`config.mk`:
```
export PLATFORM = sky130hd
export DESIGN_NAME = neuron_mac_flat
export DESIGN_NICKNAME = d
export VERILOG_FILES = /design/src/rtl/neuron_mac_if.sv /design/src/rtl/neuron_mac.sv /design/src/flat_wrapper.sv
export SDC_FILE = /design/constraint.sdc
export NUM_CORES = 1
export LEC_CHECK = 0
export BUFFER_PORTS_ARGS = -buffer_cell sky130_fd_sc_hd__buf_2
export CAP_MARGIN = 0
export CORE_AREA = 4 4 182 184
export CTS_BUF_LIST = sky130_fd_sc_hd__clkbuf_8
export DETAILED_ROUTE_END_ITERATION = 6
export DIE_AREA = 0 0 186 188
export MAX_ROUTING_LAYER = met4
export PLACE_DENSITY_LB_ADDON = 0.3
export SYNTH_ARGS = -nofsm -noshare
export SYNTH_HDL_FRONTEND = slang
export SYNTH_SLANG_ARGS = --single-unit
```
`constraint.sdc`:
```
create_clock -name clk -period 9.4 [get_ports clk]
set_clock_uncertainty 0.05 [all_clocks]
set_input_delay 0.47 -clock clk [delete_from_list [all_inputs] [get_ports clk]]
set_output_delay 0.47 -clock clk [all_outputs]
set_load 0.01 [all_outputs]
```
`src/rtl/neuron_mac_if.sv`:
```
// Bundle of activation stream, weight-memory read port and result signals for neuron_mac.
// The master side is the upstream source plus the weight memory; the slave side is the neuron.
interface neuron_mac_if #(
    parameter int dataWidth    = 16,
    parameter int addressWidth = 5
);
    logic                    x_valid;
    logic [dataWidth-1:0]    x_in;
    logic [dataWidth-1:0]    bias;
    logic                    w_ren;
    logic [addressWidth-1:0] w_radd;
    logic [dataWidth-1:0]    w_in;
    logic                    out_valid;
    logic [dataWidth-1:0]    out;

    modport master (
        output x_valid, x_in, bias, w_in,
        input  w_ren, w_radd, out_valid, out
    );

    modport slave (
        input  x_valid, x_in, bias, w_in,
        output w_ren, w_radd, out_valid, out
    );
endinterface

```
`src/rtl/neuron_mac.sv`:
```
// Single-neuron multiply-accumulate stage: streams activations, reads one weight per
// activation from the neuron's weight memory, accumulates x*w, adds bias and applies
// a saturating ReLU. One result pulse per vector of numWeight activations.
module neuron_mac #(
    parameter int numWeight    = 30,
    parameter int dataWidth    = 16,
    parameter int fracBits     = 12,
    parameter int addressWidth = $clog2(numWeight),
    parameter int accWidth     = 2*dataWidth + $clog2(numWeight)
) (
    input logic         clk,
    input logic         rst_n,
    neuron_mac_if.slave bus
);
    localparam int prodWidth = 2*dataWidth;
    // one spare bit so the bias addition can never wrap the sum
    localparam int sumWidth  = accWidth + 1;
    localparam logic [addressWidth-1:0] last_idx = addressWidth'(numWeight - 1);

    logic [addressWidth-1:0] cnt;
    logic                    accept;

    logic                        s1_valid, s1_first, s1_last;
    logic signed [dataWidth-1:0] s1_x;

    logic                        s2_valid, s2_first, s2_last;
    logic signed [prodWidth-1:0] s2_p;

    logic signed [accWidth-1:0]  acc;
    logic                        s3_last;

    logic                        out_valid_q;
    logic [dataWidth-1:0]        out_q;

    logic signed [prodWidth-1:0] x_ext, w_ext, prod;
    logic signed [accWidth-1:0]  p_ext;
    logic signed [sumWidth-1:0]  acc_ext, bias_ext, sum, r;
    logic [dataWidth-1:0]        res;

    assign accept     = bus.x_valid;
    // weight read is issued in the same cycle the activation is accepted; the
    // memory answers one cycle later, lining up with stage 1
    assign bus.w_ren  = bus.x_valid & rst_n;
    assign bus.w_radd = cnt;

    // element index within the current vector, advances only on accepted elements
    always_ff @(posedge clk or negedge rst_n) begin
        if (!rst_n) begin
            cnt <= '0;
        end else if (accept) begin
            cnt <= (cnt == last_idx) ? '0 : cnt + addressWidth'(1);
        end
    end

    // stage 1: capture activation and first/last tags; weight arrives this cycle
    always_ff @(posedge clk or negedge rst_n) begin
        if (!rst_n) begin
            s1_valid <= 1'b0;
            s1_first <= 1'b0;
            s1_last  <= 1'b0;
            s1_x     <= '0;
        end else begin
            s1_valid <= accept;
            s1_first <= accept && (cnt == '0);
            s1_last  <= accept && (cnt == last_idx);
            if (accept) begin
                s1_x <= bus.x_in;
            end
        end
    end

    // full-precision signed product; memory output is masked when no element is in stage 1
    always_comb begin
        x_ext = {{dataWidth{s1_x[dataWidth-1]}}, s1_x};
        w_ext = {{dataWidth{bus.w_in[dataWidth-1]}}, bus.w_in};
        prod  = s1_valid ? x_ext * w_ext : '0;
    end

    // stage 2: register the product and forward the tags
    always_ff @(posedge clk or negedge rst_n) begin
        if (!rst_n) begin
            s2_valid <= 1'b0;
            s2_first <= 1'b0;
            s2_last  <= 1'b0;
            s2_p     <= '0;
        end else begin
            s2_valid <= s1_valid;
            s2_first <= s1_first;
            s2_last  <= s1_last;
            s2_p     <= prod;
        end
    end

    // sign-extend the product to accumulator width
    always_comb begin
        p_ext = {{(accWidth-prodWidth){s2_p[prodWidth-1]}}, s2_p};
    end

    // stage 3: accumulate; the first tag restarts the sum so vectors can abut with no bubble
    always_ff @(posedge clk or negedge rst_n) begin
        if (!rst_n) begin
            acc     <= '0;
            s3_last <= 1'b0;
        end else begin
            s3_last <= s2_valid & s2_last;
            if (s2_valid) begin
                acc <= s2_first ? p_ext : acc + p_ext;
            end
        end
    end

    // add bias aligned to the product's fixed point, rescale, then clamp to [0, max positive]
    always_comb begin
        acc_ext  = {{(sumWidth-accWidth){acc[accWidth-1]}}, acc};
        bias_ext = {{(sumWidth-dataWidth){bus.bias[dataWidth-1]}}, bus.bias};
        sum      = acc_ext + (bias_ext <<< fracBits);
        r        = sum >>> fracBits;
        if (r[sumWidth-1]) begin
            res = '0;
        end else if (|r[sumWidth-2:dataWidth-1]) begin
            res = {1'b0, {(dataWidth-1){1'b1}}};
        end else begin
            res = r[dataWidth-1:0];
        end
    end

    // stage 4: publish the result for one cycle; out holds until the next result
    always_ff @(posedge clk or negedge rst_n) begin
        if (!rst_n) begin
            out_valid_q <= 1'b0;
            out_q       <= '0;
        end else begin
            out_valid_q <= s3_last;
            if (s3_last) begin
                out_q <= res;
            end
        end
    end

    assign bus.out_valid = out_valid_q;
    assign bus.out       = out_q;

endmodule

```
`src/flat_wrapper.sv`:
```
// flat-port wrapper written by rule: the top's interface ports become plain ports
module neuron_mac_flat 
#(
    parameter int numWeight    = 30,
    parameter int dataWidth    = 16,
    parameter int fracBits     = 12,
    parameter int addressWidth = $clog2(numWeight),
    parameter int accWidth     = 2*dataWidth + $clog2(numWeight)
)
  (clk, rst_n, bus_x_valid, bus_x_in, bus_bias, bus_w_in, bus_w_ren, bus_w_radd, bus_out_valid, bus_out);
  neuron_mac_if #(.dataWidth(dataWidth), .addressWidth(addressWidth)) bus_i ();
  input logic clk;
  input logic rst_n;
  input wire logic [$bits(bus_i.x_valid)-1:0] bus_x_valid;
  input wire logic [$bits(bus_i.x_in)-1:0] bus_x_in;
  input wire logic [$bits(bus_i.bias)-1:0] bus_bias;
  input wire logic [$bits(bus_i.w_in)-1:0] bus_w_in;
  output wire logic [$bits(bus_i.w_ren)-1:0] bus_w_ren;
  output wire logic [$bits(bus_i.w_radd)-1:0] bus_w_radd;
  output wire logic [$bits(bus_i.out_valid)-1:0] bus_out_valid;
  output wire logic [$bits(bus_i.out)-1:0] bus_out;
  assign bus_i.x_valid = bus_x_valid;
  assign bus_i.x_in = bus_x_in;
  assign bus_i.bias = bus_bias;
  assign bus_i.w_in = bus_w_in;
  assign bus_w_ren = bus_i.w_ren;
  assign bus_w_radd = bus_i.w_radd;
  assign bus_out_valid = bus_i.out_valid;
  assign bus_out = bus_i.out;
  neuron_mac #(.numWeight(numWeight), .dataWidth(dataWidth), .fracBits(fracBits), .addressWidth(addressWidth), .accWidth(accWidth)) u_core (.clk(clk), .rst_n(rst_n), .bus(bus_i));
endmodule
```
==> metrics.txt <==
transition time at the pin with the least slew margin=1.25 ns; worst-path cell chain=nand2_1 -> fa_1 -> inv_1 -> fa_1 -> fa_1 -> fa_1 -> fa_1 -> inv_1 -> fa_1 -> inv_1 -> ha_1 -> a21o_1 -> a211oi_1 -> o211ai_1 -> a21oi_1 -> o31ai_1 -> o211a_1 -> o21ai_0 -> a21boi_0 -> mux2i_1 -> o311ai_0; max_cap viols=0; port buffer count=73; final number of max-transition violations=0; critical path endpoint category=flop; Core Region=31400 sq um; GR Layer Usage met1=30.8%; Final ANT Viol Nets=0; worst path bufs/invs=3; run status=finished, final reports clean; worst setup slack before clock tree synthesis=2.66 ns; Final WS setup=2.65 ns; post-synthesis instance area=17200 sq um; number of flops mapped to enable cells by yosys=0; final number of setup-violating endpoints=0; classification of the worst setup path=reg -> reg; final-stage net count=2376; Placer Congestion=0.904; kind of path behind the tightest hold check=in -> reg; Syn Nets=2341; Clock Latency Late Sink=0.47 ns; data arrival time of the critical path=7.02 ns; Hold Slack=0.174 ns; grt met3 use=2.70%; Hold Crit Endpoint=u_core.s1_x[15]; mean instance size in the synthesized netlist=9.14 sq um; leftover overflow at the end of global routing=0; launching element type of the critical path=flop; worst flop-to-flop path endpoint=u_core.s2_p[30]; gate count of the mapped netlist=1880; die outline width=186 microns; number of antenna cells inserted=0; number of rows created at floorplan=65; top-area cell type share of the netlist area=30.7%; Root Buffer=clkbuf_8; yosys warns=0; most instantiated flip-flop cell in the synthesis netlist=dfrtp_1; number of sinks driven by the clock tree=114; min cycle time layout=6.75 ns; Worst R2R Path Depth=21; async set-reset flop share out of synthesis=100%; DR vias=13.1k; largest net degree at the start of global routing=79; met2 usage=40.0%; sequential area share after synthesis=16.6%; setup bufs post-CTS=0; Hold Crit Depth=2; number of buffers inserted during clock tree synthesis=17; die area=35000 sq um; layout cell share with drive strength beyond 1=7.47%; half-perimeter wire length after placement=31600 microns; most used standard cell by instance count after synthesis=inv_1; dominant cell type by area after synthesis=fa_1; critical path's slowest cell=dfrtp_1; DRT Wirelength=38800 microns; Global Route Usage Sum=24.0%; antenna violations before repair=0; leading cell types by total area after synthesis=fa_1 31%, dfrtp_1 17%, ha_1 11%, inv_1 7.0%, and2_1 4.9%; unrepaired setup endpoints after global routing=false; top-level port count=74; start point of the worst min-delay path=bus_x_in[15]; Largest delay share family, worst path=adder cells; router iterations before antenna repair=5; number of design rule violations left after detail routing=0; via density per instance=5.61; first-pass GRT wire length=66400 microns; largest fanout of any net on the critical path=17; slowest cell delay on critical path=0.78 ns; initial cell density of the core=54.8%; Hold Fails Final Rpt=0; vias in the first global route=13.7k; setup TNS after final layout=0 ns; relative slew slack=16.0%; r2r startpoint=u_core.s1_x[8]; number of distinct library cells after synthesis=76; portion of the clock cycle consumed by the worst path in the final layout=71.8%; relative area change from synthesis to final layout=6.38%; most frequent cell on the critical path=fa_1; top cells by instance count after synthesis=319 x inv_1, 264 x fa_1, 193 x nand2_1; detail-routed net length per standard cell=16.7 microns; die height=188 microns; CTS tree=built; maximum clock frequency=148 MHz; deepest clock path buffer count=2; drt initial violations=713; number of gates resized after cts=0; highest-utilization routing layer at the global route stage=met2; Synth Register Bits=114; required time reported for the critical path endpoint=9.67 ns; Worst-path clk slew=0.08 ns; maximum level of the CTS H-tree=4; Register-to-Register Setup Slack=2.65 ns
## sequential cells by signal, summed over array words and instances, names as in the netlist
signal                count
u_core.acc               37
u_core.s2_p              32
u_core.bus.out           16
u_core.s1_x              16
u_core.bus.w_radd         5
u_core.bus.out_valid      1
u_core.s1_first           1
u_core.s1_last            1
u_core.s1_valid           1
u_core.s2_first           1
u_core.s2_last            1
u_core.s2_valid           1
u_core.s3_last            1
## per-layer routing
layer	wire length [microns]	vias up
met5	0	-
met4	1030	0
met1	16200	6542
met3	1590	76
met2	20000	316
li1	-	6136
## layout by cell type, fill, tap and decap left out, types with 6 or more instances in the layout
cell type    n
inv_1      320
fa_1       264
nand2_1    193
ha_1       146
and2_1     134
dfrtp_1    113
a21oi_1    112
nor2_1      95
buf_2       72
o21ai_0     53
xnor2_1     48
a21o_1      47
xor2_1      23
clkbuf_8    18
a31oi_1     17
o21a_1      17
nor2b_1     17
mux2_2      16
nand2b_1    15
and3_1      15
nand3_1     15
nor3_1      15
a32oi_1     13
o21bai_1    10
nand4_1      9
a211oi_1     9
o211ai_1     9
mux2i_1      9
or3_1        6
buf_4        6
## cell type report
class / instances / area (sq um)
Fill cell: 2756 / 13100
Multi-Input combinational cell: 1382 / 12900
Sequential cell: 114 / 2850
Inverter: 321 / 1200
Tap cell: 402 / 503
Timing Repair Buffer: 79 / 415
Clock buffer: 18 / 248
Clock inverter: 14 / 201
## kinds of logic after synthesis
| group | Yosys count | synth area share, % |
|---|---|---|
| compound gates | 342 | 13.0 |
| mux | 25 | 1.57 |
| fa+ha+maj | 410 | 41.4 |
| buf+inv | 384 | 8.59 |
| flops | 114 | 16.6 |
| simple gates | 534 | 15.3 |
| xor+xnor | 71 | 3.62 |
## what timing repair did
item | CTS | global route
hold endpoints to repair | 28 | 0
endpoints found under the setup margin | 0 | 0
hold buffers | 1 | 0
## metrics by stage
stage / instance area [sq um] / utilization, % / std cells
2_1_floorplan: 17200 / - / 1880
3_3_place_gp: 17800 / 56.8 / 2297
3_5_place_dp: 17800 / 56.8 / 2297
4_1_cts: 18300 / 58.3 / 2330
5_1_grt: 18300 / 58.3 / 2330
6_report: 18300 / 58.3 / 2330
## how the worst max path moves through the flow
stage / cells past startpoint / slack [ns] / to / from
after CTS: 21 / 2.68 / u_core.s2_p[30] / u_core.s1_x[8]
final: 21 / 2.65 / u_core.s2_p[30] / u_core.s1_x[8]
after global routing: 23 / 2.18 / u_core.s2_p[30] / u_core.s1_x[7]
after floorplan: 21 / 3.26 / u_core.s2_p[30] / bus_w_in[1]
after global placement: 24 / 2.79 / u_core.s2_p[30] / bus_w_in[7]
after detailed placement: 24 / 2.66 / u_core.s2_p[30] / bus_w_in[7]
Power is not shown: default switching activity piles up to over one toggle a cycle in this logic, so the estimate is an artifact.
